File: config.mk
export PLATFORM = sky130hd
export DESIGN_NAME = rr_arbiter8
export DESIGN_NICKNAME = d
export VERILOG_FILES = /design/src/rtl/rr_arbiter8.sv
export SDC_FILE = /design/constraint.sdc
export NUM_CORES = 1
export LEC_CHECK = 0
export BUFFER_PORTS_ARGS = -buffer_cell sky130_fd_sc_hd__buf_4
export CORE_UTILIZATION = 50
export CTS_BUF_LIST = sky130_fd_sc_hd__clkbuf_2
export CTS_CLUSTER_SIZE = 16
export DETAILED_ROUTE_END_ITERATION = 10
export PLACE_DENSITY = 0.83
export SLEW_MARGIN = 20
export SYNTH_ARGS = -nofsm -noshare
export SYNTH_HDL_FRONTEND = slang
export SYNTH_SLANG_ARGS = --single-unit
File: constraint.sdc
create_clock -name clk -period 6.1 [get_ports clk]
set_clock_uncertainty 0.05 [all_clocks]
set_input_delay 1.22 -clock clk [delete_from_list [all_inputs] [get_ports clk]]
set_output_delay 1.22 -clock clk [all_outputs]
set_load 0.02 [all_outputs]
File: src/rtl/rr_arbiter8.sv
// rtl/rr_arbiter8.sv - 8-way round-robin arbiter with hold timeout and 8:1 data selector
module rr_arbiter8 #(
  parameter int DW      = 8,
  parameter int TIMEOUT = 15
) (
  input  logic            clk,
  input  logic            rst,
  input  logic [7:0]      req,
  input  logic [8*DW-1:0] req_data,
  input  logic            done,
  output logic [7:0]      grant,
  output logic [2:0]      grant_idx,
  output logic            grant_valid,
  output logic [DW-1:0]   out_data,
  output logic            timeout_flag
);

  typedef enum logic [1:0] {
    IDLE    = 2'd0,
    GRANT   = 2'd1,
    RELEASE = 2'd2
  } state_t;

  localparam logic [7:0] TO_LIM = 8'(TIMEOUT);
  localparam logic       TO_EN  = (TIMEOUT != 0);

  state_t     state, state_d;
  logic [2:0] ptr, ptr_d;
  logic [7:0] cnt, cnt_d;
  logic [7:0] grant_d;
  logic [2:0] grant_idx_d;
  logic       grant_valid_d;
  logic       timeout_flag_d;

  logic       any_req;
  logic [2:0] winner;
  logic       exit_done;
  logic       exit_drop;
  logic       exit_to;
  logic       exit_any;

  assign any_req   = |req;
  assign exit_done = done;
  assign exit_drop = ~req[grant_idx];
  assign exit_to   = TO_EN && (cnt == TO_LIM);
  assign exit_any  = exit_done | exit_drop | exit_to;

  // Priority search: rotate requests so index 0 is ptr, take the first set bit.
  always_comb begin
    logic [15:0] dbl;
    logic [7:0]  rot;
    logic        found;
    dbl    = {req, req} >> ptr;
    rot    = dbl[7:0];
    found  = 1'b0;
    winner = 3'd0;
    for (int k = 0; k < 8; k++) begin
      if (!found && rot[k]) begin
        found  = 1'b1;
        winner = ptr + 3'(k);
      end
    end
  end

  // State register.
  always_ff @(posedge clk or posedge rst) begin
    if (rst) begin
      state <= IDLE;
    end else begin
      state <= state_d;
    end
  end

  // Next-state logic.
  always_comb begin
    state_d = state;
    case (state)
      IDLE:    state_d = any_req ? GRANT : IDLE;
      GRANT:   state_d = exit_any ? RELEASE : GRANT;
      RELEASE: state_d = any_req ? GRANT : IDLE;
      default: state_d = IDLE;
    endcase
  end

  // Next values of pointer, hold counter and registered grant outputs.
  always_comb begin
    ptr_d          = ptr;
    cnt_d          = cnt;
    grant_d        = grant;
    grant_idx_d    = grant_idx;
    grant_valid_d  = grant_valid;
    timeout_flag_d = 1'b0;
    case (state)
      IDLE, RELEASE: begin
        if (any_req) begin
          grant_idx_d   = winner;
          grant_d       = 8'd1 << winner;
          grant_valid_d = 1'b1;
          cnt_d         = 8'd1;
        end else begin
          grant_idx_d   = 3'd0;
          grant_d       = 8'd0;
          grant_valid_d = 1'b0;
        end
      end
      GRANT: begin
        if (exit_any) begin
          ptr_d          = grant_idx + 3'd1;
          grant_d        = 8'd0;
          grant_idx_d    = 3'd0;
          grant_valid_d  = 1'b0;
          cnt_d          = 8'd0;
          // Flag only when the timeout is the sole reason the grant ended.
          timeout_flag_d = exit_to & ~exit_done & ~exit_drop;
        end else begin
          cnt_d = (cnt == 8'hFF) ? cnt : cnt + 8'd1;
        end
      end
      default: begin
        grant_d       = 8'd0;
        grant_idx_d   = 3'd0;
        grant_valid_d = 1'b0;
      end
    endcase
  end

  // Registered datapath and outputs.
  always_ff @(posedge clk or posedge rst) begin
    if (rst) begin
      ptr          <= 3'd0;
      cnt          <= 8'd0;
      grant        <= 8'd0;
      grant_idx    <= 3'd0;
      grant_valid  <= 1'b0;
      timeout_flag <= 1'b0;
    end else begin
      ptr          <= ptr_d;
      cnt          <= cnt_d;
      grant        <= grant_d;
      grant_idx    <= grant_idx_d;
      grant_valid  <= grant_valid_d;
      timeout_flag <= timeout_flag_d;
    end
  end

  // 8:1 selector routing the granted requester's word; zero when idle.
  always_comb begin
    out_data = '0;
    for (int i = 0; i < 8; i++) begin
      if (grant_valid && grant_idx == 3'(i)) begin
        out_data = req_data[i*DW +: DW];
      end
    end
  end

endmodule

==> reports/metrics.yaml, run 1 <==
pwr:
  leak_pwr_nw: 1.58
  netSwitchingPower_mw: 0.793
  power.clock.fraction: 0.070
  irDropWorstVdd_mv: 0.234
  p_comb_frac: 0.716
  power.density_cell_area_nw_per_um2: 437
  switching_share_of_power: 0.504
  seq_power_share: 0.214
  power_report.internal_total_mw: 0.782
min_path:
  hp-class: "reg2reg"
cells_and_area:
  antenna_cells_inserted: 0
  drive_gt1_frac: 0.312
  final_common_cell: "sky130_fd_sc_hd__buf_4"
  layout.cells.most_common_list: "95 x sky130_fd_sc_hd__buf_4, 42 x sky130_fd_sc_hd__nand2_1, 26 x sky130_fd_sc_hd__o21ai_0, 25 x sky130_fd_sc_hd__dfrtp_1, 22 x sky130_fd_sc_hd__nor2_1"
  fin_nets: 498
  area.growth.synth_to_final_pct: 24.4
  fillers: 497
  layout.cells.non_filler: 485
sta:
  final_hold_vios: 0
  rsz0062_at_grt: "false"
  final_setup_vio_count: 0
  timing.max_slew.rel_slack: 0.322
  slew_worst_pin_ns: 1.02
  finalCritPeriodShare: 0.727
  setup-tns-final_ns: 0
  achievable-frequency_mhz: 226
  timing.final.max_slew_violations: 0
  timing.final.crit_period_ns: 4.43
clock_tree:
  cts_tree: "yes"
  clock_latency_ns: 0.37
  number_of_cells_upsized_or_downsized_after_cts: 0
  cts_setup_buffers: 0
  clk_pin_slew_ns: 0.25
  cts_buffers: 3
  root_buffer: "sky130_fd_sc_hd__clkbuf_2"
  cts_max_level: 1
  cts.path.max_buffers: 2
  cts-hold-fix-buffers: 0
  tritoncts_num_sinks: 26
die:
  die-height_um: 78.1
  rows: 27
  die_area_um2: 6100
  top_level_ports: 96
  core_area_um2: 5540
  initial_core_util: 0.522
  dieWidth_um: 78.1
worst_setup_path:
  cp_slowest_cell: "sky130_fd_sc_hd__dfrtp_1"
  crit_path_end_kind: "primary output"
  timing.critical_path.required_ns: 4.83
  cp.arrival_ns: 3.16
  crit_path_cell_trace: "inv_1 -> ha_1 -> nor2b_1 -> a22oi_1 -> o21ai_0 -> a22o_1 -> a221oi_1 -> o311ai_0 -> o21a_1 -> buf_4"
  criticalPathCategory: "reg2out"
  path_max_fanout: 11
  crit_path_start_kind: "flip-flop"
  crit_path_max_incr_delay_ns: 0.54
route:
  post_detailed_route_drc_marker_count: 0
  residual_antenna_violating_net_count_after_detailed_routing: 0
  drt_pass1_iterations: 5
  route.vias.total: 3005
  via_per_inst: 6.20
  wl_per_cell_um: 16.4
  wl_um: 7970
  initialDrtViolationCount: 240
grt:
  grt_use_total: 0.260
  global_route.overflow_total: 0
  grt_first_pass_wirelength_um: 13000
  grt_pass1_vias: 2757
  grt_start_max_net_pins: 27
  number_of_antenna_violations_at_the_first_check_in_global_routing: 0
logic_synthesis:
  ys_seq_elements: 26
  synth.avg_cell_area_um2: 8.56
  number_of_enable_type_register_cells_in_the_synthesized_netlist: 0
  ys_async_sr_fraction: 1.00
  synthesized_net_count: 422
  ys.flop_type: "sky130_fd_sc_hd__dfrtp_1"
  post_synth_inst_count: 338
  post_synth_main_area_contributors: "sky130_fd_sc_hd__dfrtp_1 22%, sky130_fd_sc_hd__mux4_2 7.8%, sky130_fd_sc_hd__nand2_1 5.4%"
  synth.yosys.seq_area_share: 0.225
  netlist-cell-type-count: 62
  syn_area_um2: 2890
  synth_warnings: 0
  synth_top_area_cell: "sky130_fd_sc_hd__dfrtp_1"
  synth_top_area_frac: 0.225
place:
  place_inst: 481
  numPortBuffers: 95
  weighted_congestion_at_the_end_of_routability_driven_global_placement: 0.887
  detailedPlacementHpwl_um: 6150
flow_run:
  drv.max_cap_violation_count: 0
outcome:
  status: "complete, no violations"
-- worst max-delay path: cells and delay by family (launching register included) --
family,cells,cell delay (ns)
compound gates,6,1.22
flops,1,0.54
simple gates,1,0.45
fa+ha+maj,1,0.33
buf+inv,2,0.25
-- worst paths after layout --
kind | endpoint | start | slack, ns | cells past startpoint
max | out_data[5] | grant_idx[1] | 1.67 | 10
min | grant[2] | grant[2] | 0.47 | 2
max reg2reg | grant[5] | ptr[1] | 2.73 | 7
min reg2reg | grant[2] | grant[2] | 0.47 | 2
max in group asynchronous | ptr[1] | rst | 4.72 | 2
min in group asynchronous | grant[5] | rst | 0.83 | 2
-- kinds of logic (layout without fill, tap and decap cells) --
kind of cell | count (synthesis) | count (layout) | share of synthesized area
muxes | 32 | 32 | 0.166
AOI/OAI and AO/OA | 114 | 114 | 0.294
buffers and inverters | 36 | 111 | 0.0657
xor gates and xnor gates | 3 | 3 | 0.00908
DFF | 26 | 26 | 0.225
and+or+nand+nor | 118 | 118 | 0.201
adders and majority gates | 9 | 9 | 0.0389
-- stage by stage --
stage	total power, mW	hold WS (ns)	cell area [µm²]	setup slack, ns	utilization
floorplan	1.19	0.407	2890	2.58	-
global placement	1.42	0.426	3550	2.21	0.642
detailed placement	1.45	0.419	3550	2.16	0.642
CTS	1.57	0.475	3600	1.71	0.650
global route	1.70	0.508	3600	1.38	0.650
finish	1.58	0.470	3600	1.67	0.650
-- cell type report --
class,count,area (µm²),share of cell area
Multi-Input combinational cell,276,2050,0.570
Timing Repair Buffer,95,713,0.198
Sequential cell,26,652,0.181
Tap cell,72,90.1,0.0250
Inverter,12,47.5,0.0132
Clock inverter,1,30.0,0.00834
Clock buffer,3,15.0,0.00417
-- metal layers --
metal	track usage	up-vias	routed length [µm]
li1	-	1456	-
met1	0.356	1441	3500
met2	0.444	94	4090
met3	0.0256	14	296
met4	0.0556	0	86
met5	0	-	0
-- cells in the mapped netlist, drive strengths merged, types with 8 or more instances --
library cell and n:
a21oi 9, a221oi 10, a22o 8, a22oi 9
and3 11, buf 11, clkbuf 13, dfrtp 26
ha 9, inv 12, mux2 8, mux2i 14
mux4 10, nand2 43, nand3 12, nor2 22
nor2b 10, o21a 10, o21ai 28, o311ai 9
o41ai 8
-- registers in the layout, summed over array words and instances (netlist names) --
register and count:
grant_valid 1, grant_idx 3, ptr 3, state 2, grant 8, cnt 8, timeout_flag 1
-- power groups by stage --
| stage | logic (mW) | clock network [mW] | registers (mW) |
|---|---|---|---|
| 5_1_grt | 1.23 | 0.117 | 0.353 |
| 2_1_floorplan | 0.894 | 0 | 0.294 |
| 3_3_place_gp | 1.09 | 0 | 0.337 |
| 6_report | 1.13 | 0.110 | 0.337 |
| 4_1_cts | 1.12 | 0.110 | 0.336 |
| 3_5_place_dp | 1.11 | 0 | 0.340 |
No activity file was read; power rests on OpenSTA's default activity.
==> run 2: changes to the inputs <==
==> constraint.sdc (replaced) <==
create_clock -name clk -period 4.2 [get_ports clk]
set_clock_uncertainty 0.05 [all_clocks]
set_input_delay 0.84 -clock clk [delete_from_list [all_inputs] [get_ports clk]]
set_output_delay 0.84 -clock clk [all_outputs]
set_load 0.02 [all_outputs]
==> run 2 against run 1 <==
  * Sequential power grew 35%
  * First-iteration DRC count is 42% lower
  * Sequential share of layout area hardly changed
  * Critical path depth unchanged
  * Clock power fell by 19%
  * Non-clock buffer count increased by 3
  * Final area down 0.17%
  * Largest cell class unchanged
==> reports/metrics.yaml, run 2 (same netlist as run 1, synthesis figures left out) <==
pwr:
  leak_pwr_nw: 1.59  # was 1.58 nW
  irDropWorstVdd_mv: 0.332  # was 0.234 mV
  seq_power_share: 0.204  # was 0.214
  p_comb_frac: 0.757  # was 0.716
  power.density_cell_area_nw_per_um2: 624  # was 437 nW/µm²
  power_report.internal_total_mw: 1.09  # was 0.782 mW
  switching_share_of_power: 0.515  # was 0.504
  power.clock.fraction: 0.040  # was 0.070
  netSwitchingPower_mw: 1.15  # was 0.793 mW
cells_and_area:
  drive_gt1_frac: 0.316  # was 0.312
  final_util: 0.649  # was 0.650
  layout.cells.most_common_list: "98 x sky130_fd_sc_hd__buf_4, 42 x sky130_fd_sc_hd__nand2_1, 26 x sky130_fd_sc_hd__o21ai_0, 26 x sky130_fd_sc_hd__dfrtp_1, 22 x sky130_fd_sc_hd__nor2_1"  # was 95 x sky130_fd_sc_hd__buf_4, 42 x sky130_fd_sc_hd__nand2_1, 26 x sky130_fd_sc_hd__o21ai_0, 25 x sky130_fd_sc_hd__dfrtp_1, 22 x sky130_fd_sc_hd__nor2_1
  top_regs: "cnt (8), grant (8)"  # unchanged
  fillers: 487  # was 497
  antenna_cells_inserted: 0  # unchanged
  final_common_cell: "sky130_fd_sc_hd__buf_4"  # unchanged
  fin_nets: 501  # was 498
  area.growth.synth_to_final_pct: 24.2  # was 24.4%
grt:
  grt_use_total: 0.265  # was 0.260
  grt_first_pass_wirelength_um: 13200  # was 13000 µm
  grt_start_max_net_pins: 27  # unchanged
  grt_pass1_vias: 2852  # was 2757
  number_of_antenna_violations_at_the_first_check_in_global_routing: 0  # unchanged
  global_route.overflow_total: 0  # unchanged
clock_tree:
  clock_latency_ns: 0.35  # was 0.37 ns
  cts_tree: "yes"  # unchanged
  root_buffer: "sky130_fd_sc_hd__clkbuf_2"  # unchanged
  tritoncts_num_sinks: 26  # unchanged
  clk_pin_slew_ns: 0.21  # was 0.25 ns
  cts_buffers: 3  # unchanged
  cts.path.max_buffers: 2  # unchanged
  cts-hold-fix-buffers: 0  # unchanged
  cts_max_level: 1  # unchanged
route:
  residual_antenna_violating_net_count_after_detailed_routing: 0  # unchanged
  wl_um: 8160  # was 7970 µm
  wl_per_cell_um: 16.8  # was 16.4 µm
  initialDrtViolationCount: 140  # was 240
  route.vias.total: 3035  # was 3005
  via_per_inst: 6.23  # was 6.20
  post_detailed_route_drc_marker_count: 0  # unchanged
  drt_pass1_iterations: 5  # unchanged
worst_setup_path:
  timing.critical_path.required_ns: 3.31  # was 4.83 ns
  cp.arrival_ns: 3.01  # was 3.16 ns
  criticalPathCategory: "reg2out"  # unchanged
  timing.reg2reg.setup_slack_ns: 0.91  # was 2.73 ns
  crit_path_end_kind: "primary output"  # unchanged
  path_max_fanout: 11  # unchanged
  crit_path_start_kind: "flip-flop"  # unchanged
die:
  initial_core_util: 0.522  # unchanged
  die-height_um: 78.1  # unchanged
  core_area_um2: 5540  # unchanged
  top_level_ports: 96  # unchanged
  rows: 27  # unchanged
  dieWidth_um: 78.1  # unchanged
  die_area_um2: 6100  # unchanged
sta:
  rsz0062_at_grt: "false"  # unchanged
  timing.final.crit_period_ns: 3.90
  finalCritPeriodShare: 0.928
  final_hold_vios: 0  # unchanged
  final_setup_vio_count: 0  # unchanged
  hold_slack_ns: 0.468  # was 0.470 ns
  slew_worst_pin_ns: 0.975  # was 1.02 ns
  timing.max_slew.rel_slack: 0.349  # was 0.322
  timing.final.max_slew_violations: 0  # unchanged
  setup-tns-final_ns: 0  # unchanged
  achievable-frequency_mhz: 256
outcome:
  status: "complete, no violations"  # unchanged
place:
  weighted_congestion_at_the_end_of_routability_driven_global_placement: 0.939  # was 0.887
  detailedPlacementHpwl_um: 6360  # was 6150 µm
  numPortBuffers: 95  # unchanged
flow_run:
  drv.max_cap_violation_count: 0  # unchanged
min_path:
  hp-class: "reg2reg"  # unchanged
-- run 2: changes by cell type in the layout (fill, tap and decap cells not counted), sizes merged --
cell,previous run,this run
bufinv,1,0
clkinv,1,0
buf,95,98
inv,11,12
-- run 2: worst paths after layout --
path / start / to / cells after the start
worst max-delay path: grant_idx[1] / out_data[1] / 10
worst min-delay path: grant[5] / grant[5] / 2
worst max register to register: ptr[1] / grant[5] / 8
worst min register to register: grant[5] / grant[5] / 2
max in group asynchronous: rst / cnt[0] / 2
min in group asynchronous: rst / grant[5] / 2
-- run 2: metal layers --
layer,part of all wire,GRT usage,up-vias
li1,-,-,1461
met1,0.42,0.343,1472
met2,0.52,0.473,90
met3,0.049,0.0233,12
met4,0.012,0.0685,0
met5,0,0,-
-- run 2: power groups by stage --
stage,combinational (mW),clock [mW],sequential [mW]
6_report,1.70,0.0888,0.456
5_1_grt,1.86,0.0983,0.471
4_1_cts,1.68,0.0932,0.454
3_5_place_dp,1.68,0,0.459
3_3_place_gp,1.64,0,0.453
2_1_floorplan,1.30,0,0.426
-- run 2: through the flow --
stage               total power [mW]  cells  area [µm²]  setup slack (ns)
floorplan                       1.72    338        2890              1.06
global placement                2.09    484        3580             0.835
detailed placement              2.14    484        3580             0.683
CTS                             2.23    487        3590             0.235
global route                    2.43    487        3590            0.0573
finish                          2.24    487        3590             0.300
-- run 2: cell type report --
class / count / area, µm² / area share
multi-input combinational: 276 / 2060 / 0.572
inverter: 12 / 47.5 / 0.0132
clock buffer: 3 / 15.0 / 0.00418
sequential: 26 / 651 / 0.181
timing repair buffer: 98 / 736 / 0.205
tap: 72 / 90.1 / 0.0251
-- run 2: timing repair --
| action | CTS | global route |
|---|---|---|
| endpoints found under the setup margin | 0 | 2 |
| buffers inserted | 0 | 0 |
| resized for setup | 0 | 1 |
-- run 2: worst max-delay path: stages, from the launching register on --
cell and delay [ns]:
sky130_fd_sc_hd__dfrtp_1 0.52, sky130_fd_sc_hd__inv_1 0.12, sky130_fd_sc_hd__ha_1 0.33, sky130_fd_sc_hd__nor2b_2 0.31
sky130_fd_sc_hd__a22oi_1 0.10, sky130_fd_sc_hd__o21ai_0 0.23, sky130_fd_sc_hd__a22o_1 0.17, sky130_fd_sc_hd__a221oi_1 0.09
sky130_fd_sc_hd__o311ai_0 0.47, sky130_fd_sc_hd__o21a_1 0.19, sky130_fd_sc_hd__buf_4 0.13
